===== src/rtl/bus_bridge_pkg.sv =====
// Shared payload types for the bus-bridge initiator channel.
//   bus_bridge_req_t  : address, write data and direction of one request
//   bus_bridge_resp_t : read data and an echo of the request direction
package bus_bridge_pkg;

    localparam int ADDR_W = 32;
    localparam int DATA_W = 32;

    typedef struct packed {
        logic [ADDR_W-1:0] addr;
        logic [DATA_W-1:0] write_data;
        logic              is_write;
    } bus_bridge_req_t;

    typedef struct packed {
        logic [DATA_W-1:0] read_data;
        logic              is_write;
    } bus_bridge_resp_t;

endpackage


===== src/rtl/bus_bridge_req_arbiter.sv =====
// bus_bridge_req_arbiter
//   Shares one bus-bridge initiator request/response channel between NUM_REQ
//   local requesters. Round-robin arbitration, a single outstanding
//   transaction, and the response is routed back to the requester that
//   issued the request. Downstream request and upstream response payloads
//   are registered.
//
// Parameters
//   NUM_REQ : number of requesters, 1..16
//   ID_W    : width of owner_id, $clog2(NUM_REQ) with a minimum of 1
//
// Ports
//   clk, rst         : clock, synchronous active-high reset
//   up_req_valid     : per-requester request valid
//   up_req_ready     : per-requester accept, at most one bit high
//   up_req_payload   : per-requester request payload
//   up_resp_valid    : per-requester response valid, at most one bit high
//   up_resp_ready    : per-requester response accept
//   up_resp_payload  : shared response payload, qualified by up_resp_valid
//   dn_req_valid     : request valid to the bridge initiator
//   dn_req_ready     : bridge initiator ready
//   dn_req_payload   : registered request to the bridge
//   dn_resp_valid    : bridge response valid
//   dn_resp_ready    : response accept to the bridge
//   dn_resp_payload  : bridge response payload
//   owner_id         : index of the current / last granted requester
//   busy             : high whenever a transaction is in flight
module bus_bridge_req_arbiter
    import bus_bridge_pkg::*;
#(
    parameter int NUM_REQ = 4,
    parameter int ID_W    = (NUM_REQ > 1) ? $clog2(NUM_REQ) : 1
) (
    input  logic                 clk,
    input  logic                 rst,
    input  logic [NUM_REQ-1:0]   up_req_valid,
    output logic [NUM_REQ-1:0]   up_req_ready,
    input  bus_bridge_req_t      up_req_payload [NUM_REQ],
    output logic [NUM_REQ-1:0]   up_resp_valid,
    input  logic [NUM_REQ-1:0]   up_resp_ready,
    output bus_bridge_resp_t     up_resp_payload,
    output logic                 dn_req_valid,
    input  logic                 dn_req_ready,
    output bus_bridge_req_t      dn_req_payload,
    input  logic                 dn_resp_valid,
    output logic                 dn_resp_ready,
    input  bus_bridge_resp_t     dn_resp_payload,
    output logic [ID_W-1:0]      owner_id,
    output logic                 busy
);

    typedef enum logic [1:0] {
        ARB_IDLE      = 2'd0,
        ARB_ISSUE     = 2'd1,
        ARB_WAIT_RESP = 2'd2,
        ARB_RESP      = 2'd3
    } arb_state_t;

    arb_state_t         state;
    arb_state_t         state_nxt;
    logic [ID_W-1:0]    rr_ptr;
    logic               win_found;
    logic [ID_W-1:0]    win_idx;
    logic [NUM_REQ-1:0] owner_oh;
    logic               accept;
    logic               issue_hs;
    logic               resp_cap;
    logic               resp_done;

    // First valid requester at or after ptr, wrapping modulo NUM_REQ.
    // Result is {found, index}. A mask test is used instead of a variable
    // bit-select so the search index can stay a plain int.
    function automatic logic [ID_W:0] rr_pick(input logic [NUM_REQ-1:0] vld,
                                              input logic [ID_W-1:0]    ptr);
        logic [ID_W:0] res;
        int            idx;
        res = '0;
        for (int k = 0; k < NUM_REQ; k++) begin
            idx = (int'(ptr) + k) % NUM_REQ;
            if (!res[ID_W] && |(vld & (NUM_REQ'(1) << idx))) begin
                res[ID_W]       = 1'b1;
                res[ID_W-1:0]   = idx[ID_W-1:0];
            end
        end
        return res;
    endfunction

    // Pointer for the next search: the requester after the one just served.
    function automatic logic [ID_W-1:0] rr_next(input logic [ID_W-1:0] id);
        int n;
        n = (int'(id) + 1) % NUM_REQ;
        return n[ID_W-1:0];
    endfunction

    assign {win_found, win_idx} = rr_pick(up_req_valid, rr_ptr);
    assign owner_oh             = NUM_REQ'(1) << owner_id;

    // Handshake strobes, one per state transition.
    assign accept    = (state == ARB_IDLE) && win_found;
    assign issue_hs  = (state == ARB_ISSUE) && dn_req_valid && dn_req_ready;
    assign resp_cap  = (state == ARB_WAIT_RESP) && dn_resp_valid;
    assign resp_done = (state == ARB_RESP) && |(up_resp_ready & owner_oh);

    // State register
    always_ff @(posedge clk) begin
        if (rst) begin
            state <= ARB_IDLE;
        end else begin
            state <= state_nxt;
        end
    end

    // Next-state logic
    always_comb begin
        state_nxt = state;
        case (state)
            ARB_IDLE: begin
                if (accept) begin
                    state_nxt = ARB_ISSUE;
                end
            end
            ARB_ISSUE: begin
                if (issue_hs) begin
                    state_nxt = ARB_WAIT_RESP;
                end
            end
            ARB_WAIT_RESP: begin
                if (resp_cap) begin
                    state_nxt = ARB_RESP;
                end
            end
            ARB_RESP: begin
                if (resp_done) begin
                    state_nxt = ARB_IDLE;
                end
            end
            default: begin
                state_nxt = ARB_IDLE;
            end
        endcase
    end

    // Output logic. up_req_ready is masked during reset: an accept on a
    // reset edge would be discarded and the request silently lost.
    always_comb begin
        up_req_ready  = '0;
        up_resp_valid = '0;
        dn_resp_ready = 1'b0;
        busy          = 1'b0;
        case (state)
            ARB_IDLE: begin
                if (win_found && !rst) begin
                    up_req_ready = NUM_REQ'(1) << win_idx;
                end
            end
            ARB_ISSUE: begin
                busy = 1'b1;
            end
            ARB_WAIT_RESP: begin
                busy          = 1'b1;
                dn_resp_ready = 1'b1;
            end
            ARB_RESP: begin
                busy          = 1'b1;
                up_resp_valid = owner_oh;
            end
            default: begin
                busy = 1'b0;
            end
        endcase
    end

    // Registered payloads, owner and round-robin pointer. Payloads only
    // change on their capture strobes and otherwise hold.
    always_ff @(posedge clk) begin
        if (rst) begin
            dn_req_valid    <= 1'b0;
            dn_req_payload  <= '0;
            up_resp_payload <= '0;
            owner_id        <= '0;
            rr_ptr          <= '0;
        end else begin
            if (accept) begin
                dn_req_payload <= up_req_payload[win_idx];
                owner_id       <= win_idx;
                dn_req_valid   <= 1'b1;
            end else if (issue_hs) begin
                dn_req_valid   <= 1'b0;
            end
            if (resp_cap) begin
                up_resp_payload <= dn_resp_payload;
            end
            if (resp_done) begin
                rr_ptr <= rr_next(owner_id);
            end
        end
    end

endmodule


===== config.mk =====
export PLATFORM = sky130hd
export DESIGN_NAME = bus_bridge_req_arbiter
export DESIGN_NICKNAME = d
export VERILOG_FILES = /design/src/rtl/bus_bridge_pkg.sv /design/src/rtl/bus_bridge_req_arbiter.sv
export SDC_FILE = /design/constraint.sdc
export NUM_CORES = 1
export LEC_CHECK = 0
export ABC_CLOCK_PERIOD_IN_PS = 3800
export CORE_AREA = 2 2 164 166
export CTS_CLUSTER_SIZE = 16
export DETAILED_ROUTE_END_ITERATION = 12
export DIE_AREA = 0 0 166 168
export DONT_BUFFER_PORTS = 1
export MAX_ROUTING_LAYER = met4
export SYNTH_ARGS = -nofsm -noshare
export SYNTH_HDL_FRONTEND = slang
export SYNTH_SLANG_ARGS = --single-unit

===== constraint.sdc =====
create_clock -name clk -period 3.8 [get_ports clk]
set_input_delay 0.38 -clock clk [delete_from_list [all_inputs] [get_ports clk]]
set_output_delay 0.38 -clock clk [all_outputs]
set_load 0.005 [all_outputs]

* Word-level counts from Yosys, hierarchy flattened
Index checks and enable logic that the tools add are counted.
** Cells by class
- Div/mod/pow operators :: 0
- Add/subtract/negate cells :: 4
- Mux-type cells :: 19
- Reduce and logical (&&, ||, !) cells :: 25
- Shifts and indexed selects :: 6
- Equal/unequal tests :: 7
- Order comparisons :: 1
- Multipliers :: 0
- Bitwise gates (word level) :: 9
** Operators with widths (count)
- $bmux W65 S2 :: 1
- $mux W65 :: 2
- $shl A1 B32 Y4 const A :: 3
- $and A4 B4 Y4 :: 5
- $reduce_or A4 Y1 :: 5
- $mux W3 :: 4
- $mux W4 :: 3
- $shl A1 B2 Y4 const A :: 3
- $logic_and A1 B1 Y1 :: 9
- $mux W2 :: 4
- $ne A2 B2 Y1 const B :: 4
- $pmux W2 S4 :: 1
- $reduce_or A2 Y1 :: 3
- $add A2 B1 Y2 const B :: 2
- $add A2 B2 Y2 const B :: 2
- $eq A2 B2 Y1 const B :: 2
- $logic_not A1 Y1 :: 4
- $mux W1 :: 4
- $reduce_and A4 Y1 :: 1
- $and A1 B1 Y1 const A :: 3
- $ge A3 B3 Y1 const B :: 1
- $not A2 Y3 :: 1
- $reduce_or A3 Y1 :: 1
- $eq A2 B1 Y1 const B :: 1
- other kinds (2) :: 2
** Storage, ports and cells
- RAM bits :: 0
- Flip-flop bits (word level) :: 105
- Memory bits (read-only) :: 0
- Latch bits :: 0
- Memories kept :: 0
- Bits of input ports :: 305

* Logic depth before layout (Yosys ltp)
Gate-level depths: netlist of the first run.
- Depth in word-level cells :: 18
- Depth in mapped cells :: 14
- Gate-level depth less buffers :: 8

* Least setup slack after synthesis of the first run
OpenSTA, ideal clock, no wires.
- Path kind :: register -> output
- Start point :: register rr_ptr[0]
- End point :: output port up_req_ready[3]
- Slack :: 248 ps
- Arrival time :: 3172 ps
- Cell stages (with the launch flop) :: 13
- Cell sequence :: dfxtp_1 > clkbuf_1 > inv_2 > clkbuf_1 > clkbuf_1 > ha_1 > a22o_1 > a211o_1 > a311oi_1 > buf_2 > buf_2 > a21oi_1 > nor4_1
** Between the ends
- Cells in the longest elaborated chain, start to end :: 17
- Elaborated cells on any way between the ends :: 35
- Classes of those cells :: 3 x add/sub; 5 x shift; 6 x mux; 7 x bitwise; 14 x reduce/logical
** Ends and longest elaborated chain
- from (decl) :: line bus_bridge_req_arbiter.sv:61 : logic [ID_W-1:0] rr_ptr;
- from (signal assigned) :: line bus_bridge_req_arbiter.sv:194 : rr_ptr <= rr_next(owner_id);
- $add A2 B1 Y2 :: line bus_bridge_req_arbiter.sv:79 : idx = (int'(ptr) + k) % NUM_REQ;
- $reduce_or A2 Y1 (no source line)
- $and A1 B1 Y1 (no source line)
- $shl A1 B32 Y4 :: line bus_bridge_req_arbiter.sv:80 : if (!res[ID_W] && |(vld & (NUM_REQ'(1) << idx))) begin
- $and A4 B4 Y4 :: line bus_bridge_req_arbiter.sv:80
- $reduce_or A4 Y1 :: line bus_bridge_req_arbiter.sv:80
- $logic_and A1 B1 Y1 :: line bus_bridge_req_arbiter.sv:80
- $mux W3 :: line bus_bridge_req_arbiter.sv:80
- $logic_not A1 Y1 :: line bus_bridge_req_arbiter.sv:80
- $logic_and A1 B1 Y1 :: line bus_bridge_req_arbiter.sv:80
- $mux W3 :: line bus_bridge_req_arbiter.sv:80
- $logic_not A1 Y1 :: line bus_bridge_req_arbiter.sv:80
- $logic_and A1 B1 Y1 :: line bus_bridge_req_arbiter.sv:80
- $mux W3 (*) :: line bus_bridge_req_arbiter.sv:80
- $shl A1 B2 Y4 / $logic_and A1 B1 Y1 (equally long branches) :: line bus_bridge_req_arbiter.sv:153, bus_bridge_req_arbiter.sv:152
- $mux W4 (*) :: line bus_bridge_req_arbiter.sv:152 : if (win_found && !rst) begin
- $mux W4 (*) :: line bus_bridge_req_arbiter.sv:150 : case (state)
- to (decl) :: line bus_bridge_req_arbiter.sv:37 : output logic [NUM_REQ-1:0] up_req_ready,
Every way passes the cells marked *; elsewhere a longest branch is shown, timed or not.

* Final worst setup path of the first run
- Start point :: register rr_ptr[1]
- End point :: output port up_req_ready[2]
Same word-level chain as after synthesis.

==> flow_summary.json, run 1 <==
{
  "outcome": "completed",
  "grt_overflow": 0,
  "syn_avg_cell_area_um2": 6.45,
  "clockBufferDepth": 2,
  "postCtsSetupRepairBufs": 0,
  "holdBufCountCts": 0,
  "drive_gt1_share_pct": 3.96,
  "p_int_uw": 2680,
  "clock_skew_ps": 12.9,
  "clk_pin_slew_worst_paths_ps": 80,
  "cts.htree.levels": 3,
  "cts_sinks": 105,
  "fin_crit_ps": 3510,
  "first_iter_violations": 898,
  "yosys_warnings": 0,
  "ant_nets": 0,
  "synth-seq-cells": 105,
  "r2r_slack_ps": 540,
  "rsz0062_at_grt": "false",
  "drc": 0,
  "initial_core_util_pct": 32.4,
  "clk_latency_ps": 360,
  "fin_nets": 1550,
  "dp_hpwl_um": 22600,
  "swShare_pct": 43.4,
  "setup_viol": 0,
  "worstSetupPathType": "reg -> out",
  "cp_slowest_cell": "dfxtp_1",
  "p_per_area_mw_per_mm2": 525,
  "power_switching_uw": 2060,
  "grt_pass1_wl_um": 50900,
  "antenna_found_initial": 0,
  "min_from": "rst",
  "finalHoldViolations": 0,
  "crit_path_cell_trace": "inv_1, ha_1, a22oi_1, and2_2, buf_4, buf_6, nand2_1, a21o_1, nor4_1",
  "fin_util_pct": 34.2,
  "p_comb_share_pct": 41.2,
  "cp_max_fo": 49,
  "grt_pass1_vias": 8947,
  "routed_wl_um": 32900,
  "power.leakage_uw": 0.00313,
  "synth_cell_types": 38,
  "fmax_ghz": 0.285,
  "vdd_ir_drop_max_mv": 0.237,
  "synthesis.nets": 1641,
  "die_height_um": 168,
  "vias": 9488,
  "post_drt_via_cell_ratio": 6.01,
  "arrival_ps": 3130,
  "cpPeakStageDelay_ps": 470,
  "tightest_slew_ps": 1180,
  "row_count": 60,
  "final.setup.tns_ps": 0,
  "gp_congestion": 0.871,
  "n_antenna_cell": 0,
  "critical_path_required_ps": 3420,
  "grt_max_degree": 88,
  "maxCapViolCount": 0,
  "seqPwrFrac_pct": 38.3,
  "drt-pass1-iter-count": 7,
  "grt_util_all_layers_pct": 23.1,
  "syn_area_mm2": 0.00853,
  "syn_inst": 1323,
  "numCtsBuffers": 9,
  "ys_seq_area_share_pct": 24.6,
  "dieArea_mm2": 0.0279,
  "numPortBuffers": 0,
  "endpoint_kind": "output pin",
  "critPathLaunch": "rr_ptr[1]",
  "drv_slew": 0,
  "min_period_over_period_pct": 92.5,
  "die_x_um": 166,
  "wl_per_cell_um": 20.9,
  "r2r_end": "dn_req_payload[2]",
  "crit_end": "up_req_ready[2]",
  "cts_tree": "done",
  "ios": 416,
  "slew_headroom_pct": 21.5,
  "r2r_start": "rr_ptr[1]",
  "worst_hold_path_type": "in -> reg",
  "crit_path_start_kind": "flop",
  "power_frac_clock_pct": 20.5,
  "r2r_cells": 10,
  "area_growth_syn_to_layout_pct": 5.74,
  "cts_root_buf": "clkbuf_16",
  "core_mm2": 0.0264
}
[synthesized netlist by cell type]
cell type | number | area (µm²)
and3_1 | 2 | 12.5
a22o_1 | 4 | 35.0
nor4_1 | 3 | 18.8
o31ai_1 | 1 | 7.51
nand2_1 | 207 | 777
o311a_1 | 1 | 10.0
mux2_2 | 1 | 11.3
nand4_1 | 65 | 407
a311oi_1 | 1 | 8.76
buf_4 | 1 | 7.51
mux2i_1 | 67 | 671
a21o_1 | 67 | 503
a21oi_1 | 101 | 505
inv_2 | 1 | 3.75
nand3_1 | 1 | 5.00
nor4_2 | 1 | 12.5
o2111ai_1 | 1 | 8.76
nor3_1 | 2 | 10.0
a32o_1 | 66 | 661
a22oi_1 | 8 | 60.1
or2_2 | 1 | 6.26
clkbuf_1 | 94 | 353
and2_1 | 6 | 37.5
inv_1 | 6 | 22.5
a211o_1 | 1 | 8.76
and2b_1 | 1 | 7.51
a211oi_4 | 1 | 20.0
nor2_1 | 332 | 1250
nor2b_1 | 1 | 6.26
ha_1 | 13 | 163
o21ai_0 | 130 | 651
dfxtp_1 | 105 | 2100
a211oi_1 | 3 | 22.5
buf_2 | 21 | 105
o211ai_2 | 1 | 12.5
nand2b_1 | 1 | 6.26
o311ai_1 | 1 | 8.76
buf_1 | 4 | 15.0
[metrics by stage]
| step | setup slack (ps) | std cells | hold WS (ps) | instance area (µm²) | total power [µW] |
|---|---|---|---|---|---|
| CTS | 105 | 1578 | 60.3 | 9010 | 4800 |
| global placement | 551 | 1562 | 453 | 8720 | 3750 |
| detailed placement | 496 | 1562 | 453 | 8720 | 3800 |
| global route | 3.70 | 1578 | 58.5 | 9020 | 5100 |
| finish | 286 | 1578 | 86.8 | 9020 | 4730 |
| floorplan | 248 | 1323 | 453 | 8530 | 3210 |
[registers in the layout, summed over array words and instances, names as in the netlist]
signal	cells
owner_id	2
dn_req_valid	1
up_resp_payload	33
rr_ptr	2
state	2
dn_req_payload	65
[worst min path at each step]
stage,end,cells past startpoint
after floorplan,up_resp_payload[0],2
after global placement,rr_ptr[0],1
after detailed placement,rr_ptr[0],1
after CTS,up_resp_payload[12],1
after global routing,up_resp_payload[1],1
final,up_resp_payload[9],1
[routing by layer]
| layer | up-vias | wire (µm) | GRT usage, % |
|---|---|---|---|
| li1 | 4444 | - | - |
| met1 | 4436 | 13000 | 27.7 |
| met2 | 519 | 15000 | 36.0 |
| met3 | 89 | 3570 | 7.64 |
| met4 | 0 | 1350 | 9.07 |
| met5 | - | 0 | - |
[area by class of cell]
cell class                 instances  area (µm²)
clock buffer                       9         225
clock inverter                     7        70.1
fill                            2855       17300
inverter                           7        28.8
multi-input combinational       1091        5980
sequential                       105        2110
tap                              341         427
timing repair buffer              18         176
[cell usage in the layout, fill, tap and decap left out, types with 14 or more instances in the layout]
cell / Yosys / final
nor2_1: 332 / 330
nand2_1: 207 / 207
o21ai_0: 130 / 130
dfxtp_1: 105 / 104
a21oi_1: 101 / 101
a21o_1: 67 / 67
mux2i_1: 67 / 67
nand4_1: 65 / 65
a32o_1: 66 / 65
buf_4: 1 / 14
[what timing repair did]
action                                  4_1_cts  5_1_grt
hold endpoints to repair                      0        0
endpoints found under the setup margin        0        1
resized for setup                             0        1
[power by group through the flow]
stage / registers (µW) / logic, µW / clock network (µW)
2_1_floorplan: 1690 / 1520 / 0
3_3_place_gp: 1830 / 1920 / 0
3_5_place_dp: 1840 / 1960 / 0
4_1_cts: 1810 / 1960 / 1020
5_1_grt: 1840 / 2190 / 1060
6_report: 1810 / 1950 / 971
[worst max-delay path, delay by kind of cell, from the launching register on]
kind / cells / cell delay (ps)
fa+ha+maj: 1 / 250
buf+inv: 3 / 790
compound gates: 2 / 490
simple gates: 3 / 720
flops: 1 / 470
[kinds of logic (layout without fill, tap and decap cells)]
group / after synthesis / count (layout) / synth area share [%]
flops: 105 / 105 / 24.6
simple gates: 623 / 623 / 29.9
mux: 68 / 68 / 8.00
buf+inv: 127 / 41 / 5.94
compound gates: 387 / 387 / 29.6
fa+ha+maj: 13 / 13 / 1.91
Note: power is estimated with default switching activity, not from simulation.
==> inputs of run 2 (changes only) <==
--- a/config.mk
+++ b/config.mk
@@ -12,6 +12,7 @@
 export DIE_AREA = 0 0 166 168
 export DONT_BUFFER_PORTS = 1
 export MAX_ROUTING_LAYER = met4
+export REMOVE_ABC_BUFFERS = 1
 export SYNTH_ARGS = -nofsm -noshare
 export SYNTH_HDL_FRONTEND = slang
 export SYNTH_SLANG_ARGS = --single-unit
==> run 2 against run 1 <==
Critical path depth down 1. Critical endpoint is now up_req_ready[3]. Fmax fell by 1.7%. Worst hold slack worse by 13 ps. Routed wire length increased by 1.2%. Combinational power rose by 2%. Register-to-register slack improved by 140 ps. Core utilization grew 0.24 points. Via count fell by 0.65%. Clock power is 2% higher. Cell area rose by 0.69%.
==> flow_summary.json, run 2 (synthesis gave the netlist of run 1 again) <==
{
  "drt-pass1-iter-count": 5,
  "crit_path_start_kind": "flop",
  "die_x_um": 166,
  "final_common_cell": "nor2_1",
  "maxCapViolCount": 0,
  "drive_gt1_share_pct": 4.19,
  "cp_max_fo": 9,
  "drv_slew": 0,
  "cp_slowest_cell": "a311oi_4",
  "dp_hpwl_um": 22500,
  "grt_pass1_vias": 8957,
  "postCtsSetupRepairBufs": 0,
  "met1_length_um": 12200,
  "grt_max_degree": 82,
  "clk_pin_slew_worst_paths_ps": 90,
  "wl_per_cell_um": 21.1,
  "finalHoldViolations": 0,
  "fin_nets": 1553,
  "numPortBuffers": 0,
  "cts_tree": "done",
  "clk_latency_ps": 360,
  "clockBufferDepth": 2,
  "worstSetupPathType": "reg -> out",
  "vdd_ir_drop_max_mv": 0.290,
  "power_uw": 4790,
  "grt_pass1_wl_um": 50800,
  "worst_hold_path_type": "in -> reg",
  "endpoint_kind": "output pin",
  "dieArea_mm2": 0.0279,
  "cts_resized": 0,
  "setup_viol": 0,
  "routed_wl_um": 33300,
  "place_area_mm2": 0.00878,
  "dr_wl_met2_um": 15800,
  "grt_overflow": 0,
  "outcome": "completed",
  "p_per_area_mw_per_mm2": 528,
  "ant_nets": 0,
  "crit_family": "compound AO/OA/AOI/OAI gates",
  "cts_sinks": 105,
  "area_growth_syn_to_layout_pct": 6.47,
  "crit_path_cell_trace": "inv_1, ha_1, a22o_1, a211o_1, a311oi_4, a21oi_1, nor4_1, buf_4",
  "antenna_found_initial": 1,
  "fmax_ghz": 0.280,
  "reg_top3": "dn_req_payload (65), up_resp_payload (33)",
  "holdBufCountCts": 0,
  "fillerInstances": 2836,
  "slew_headroom_pct": 24.3,
  "min_period_over_period_pct": 94.1,
  "tightest_slew_ps": 1130,
  "top_layer": "met4",
  "arrival_ps": 3190,
  "multi_input_area_mm2": 0.00599,
  "fin_util_pct": 34.5,
  "hold-worst-slack_ps": 73.6,
  "die_height_um": 168,
  "cts_root_buf": "clkbuf_16",
  "seqCellArea_mm2": 0.00211,
  "cpPeakStageDelay_ps": 610,
  "wl_met3_um": 4140,
  "vias": 9426,
  "numCtsBuffers": 9,
  "largest_register_ffs": 65,
  "final.setup.tns_ps": 0,
  "core_mm2": 0.0264,
  "power.leakage_uw": 0.00316,
  "rsz0062_at_grt": "false",
  "grt_util_all_layers_pct": 23.3,
  "initial_core_util_pct": 32.4,
  "clock_skew_ps": 15.9,
  "first_iter_violations": 739,
  "largest_register": "dn_req_payload",
  "drc": 0,
  "ios": 416,
  "row_count": 60,
  "critical_path_required_ps": 3420,
  "design_area_mm2": 0.00908,
  "cts.htree.levels": 3,
  "fin_crit_ps": 3570,
  "crit_buf_inv": 2,
  "layout_common_cells": "330 x nor2_1, 207 x nand2_1, 130 x o21ai_0",
  "post_drt_via_cell_ratio": 5.95,
  "gp_congestion": 0.841
}
run 2: through the flow:
step                std cells  worst slack [ps]
floorplan                1203             -9510
detailed placement       1565               598
global route             1583              10.7
CTS                      1581               180
global placement         1565               596
finish                   1583               225
run 2: path summary, 6_finish.rpt:
| kind | start | end | slack [ps] | cells past startpoint |
|---|---|---|---|---|
| setup / recovery | rr_ptr[1] | up_req_ready[3] | 230 | 8 |
| hold / removal | rst | up_resp_payload[31] | 70 | 1 |
| setup reg to reg | rr_ptr[1] | dn_req_payload[6] | 680 | 10 |
| hold reg to reg | up_resp_payload[28] | up_resp_payload[28] | 470 | 2 |
run 2: metal layers:
layer / vias up / global-route usage, %
li1: 4451 / -
met1: 4407 / 24.9
met2: 503 / 38.3
met3: 65 / 9.33
met4: 0 / 10.1
met5: - / -
run 2: cell type report:
cell class	instances	area share (%)
inverter	7	0.317
antenna	2	0.0551
clock buffer	9	2.48
clock inverter	7	0.772
tap	341	4.70
multi-input combinational	1091	65.9
timing repair buffer	21	2.56
sequential	105	23.2
run 2: power breakdown:
group	internal [µW]	switching (µW)
Sequential	1460	349
Combinational	784	1210
Clock	466	525
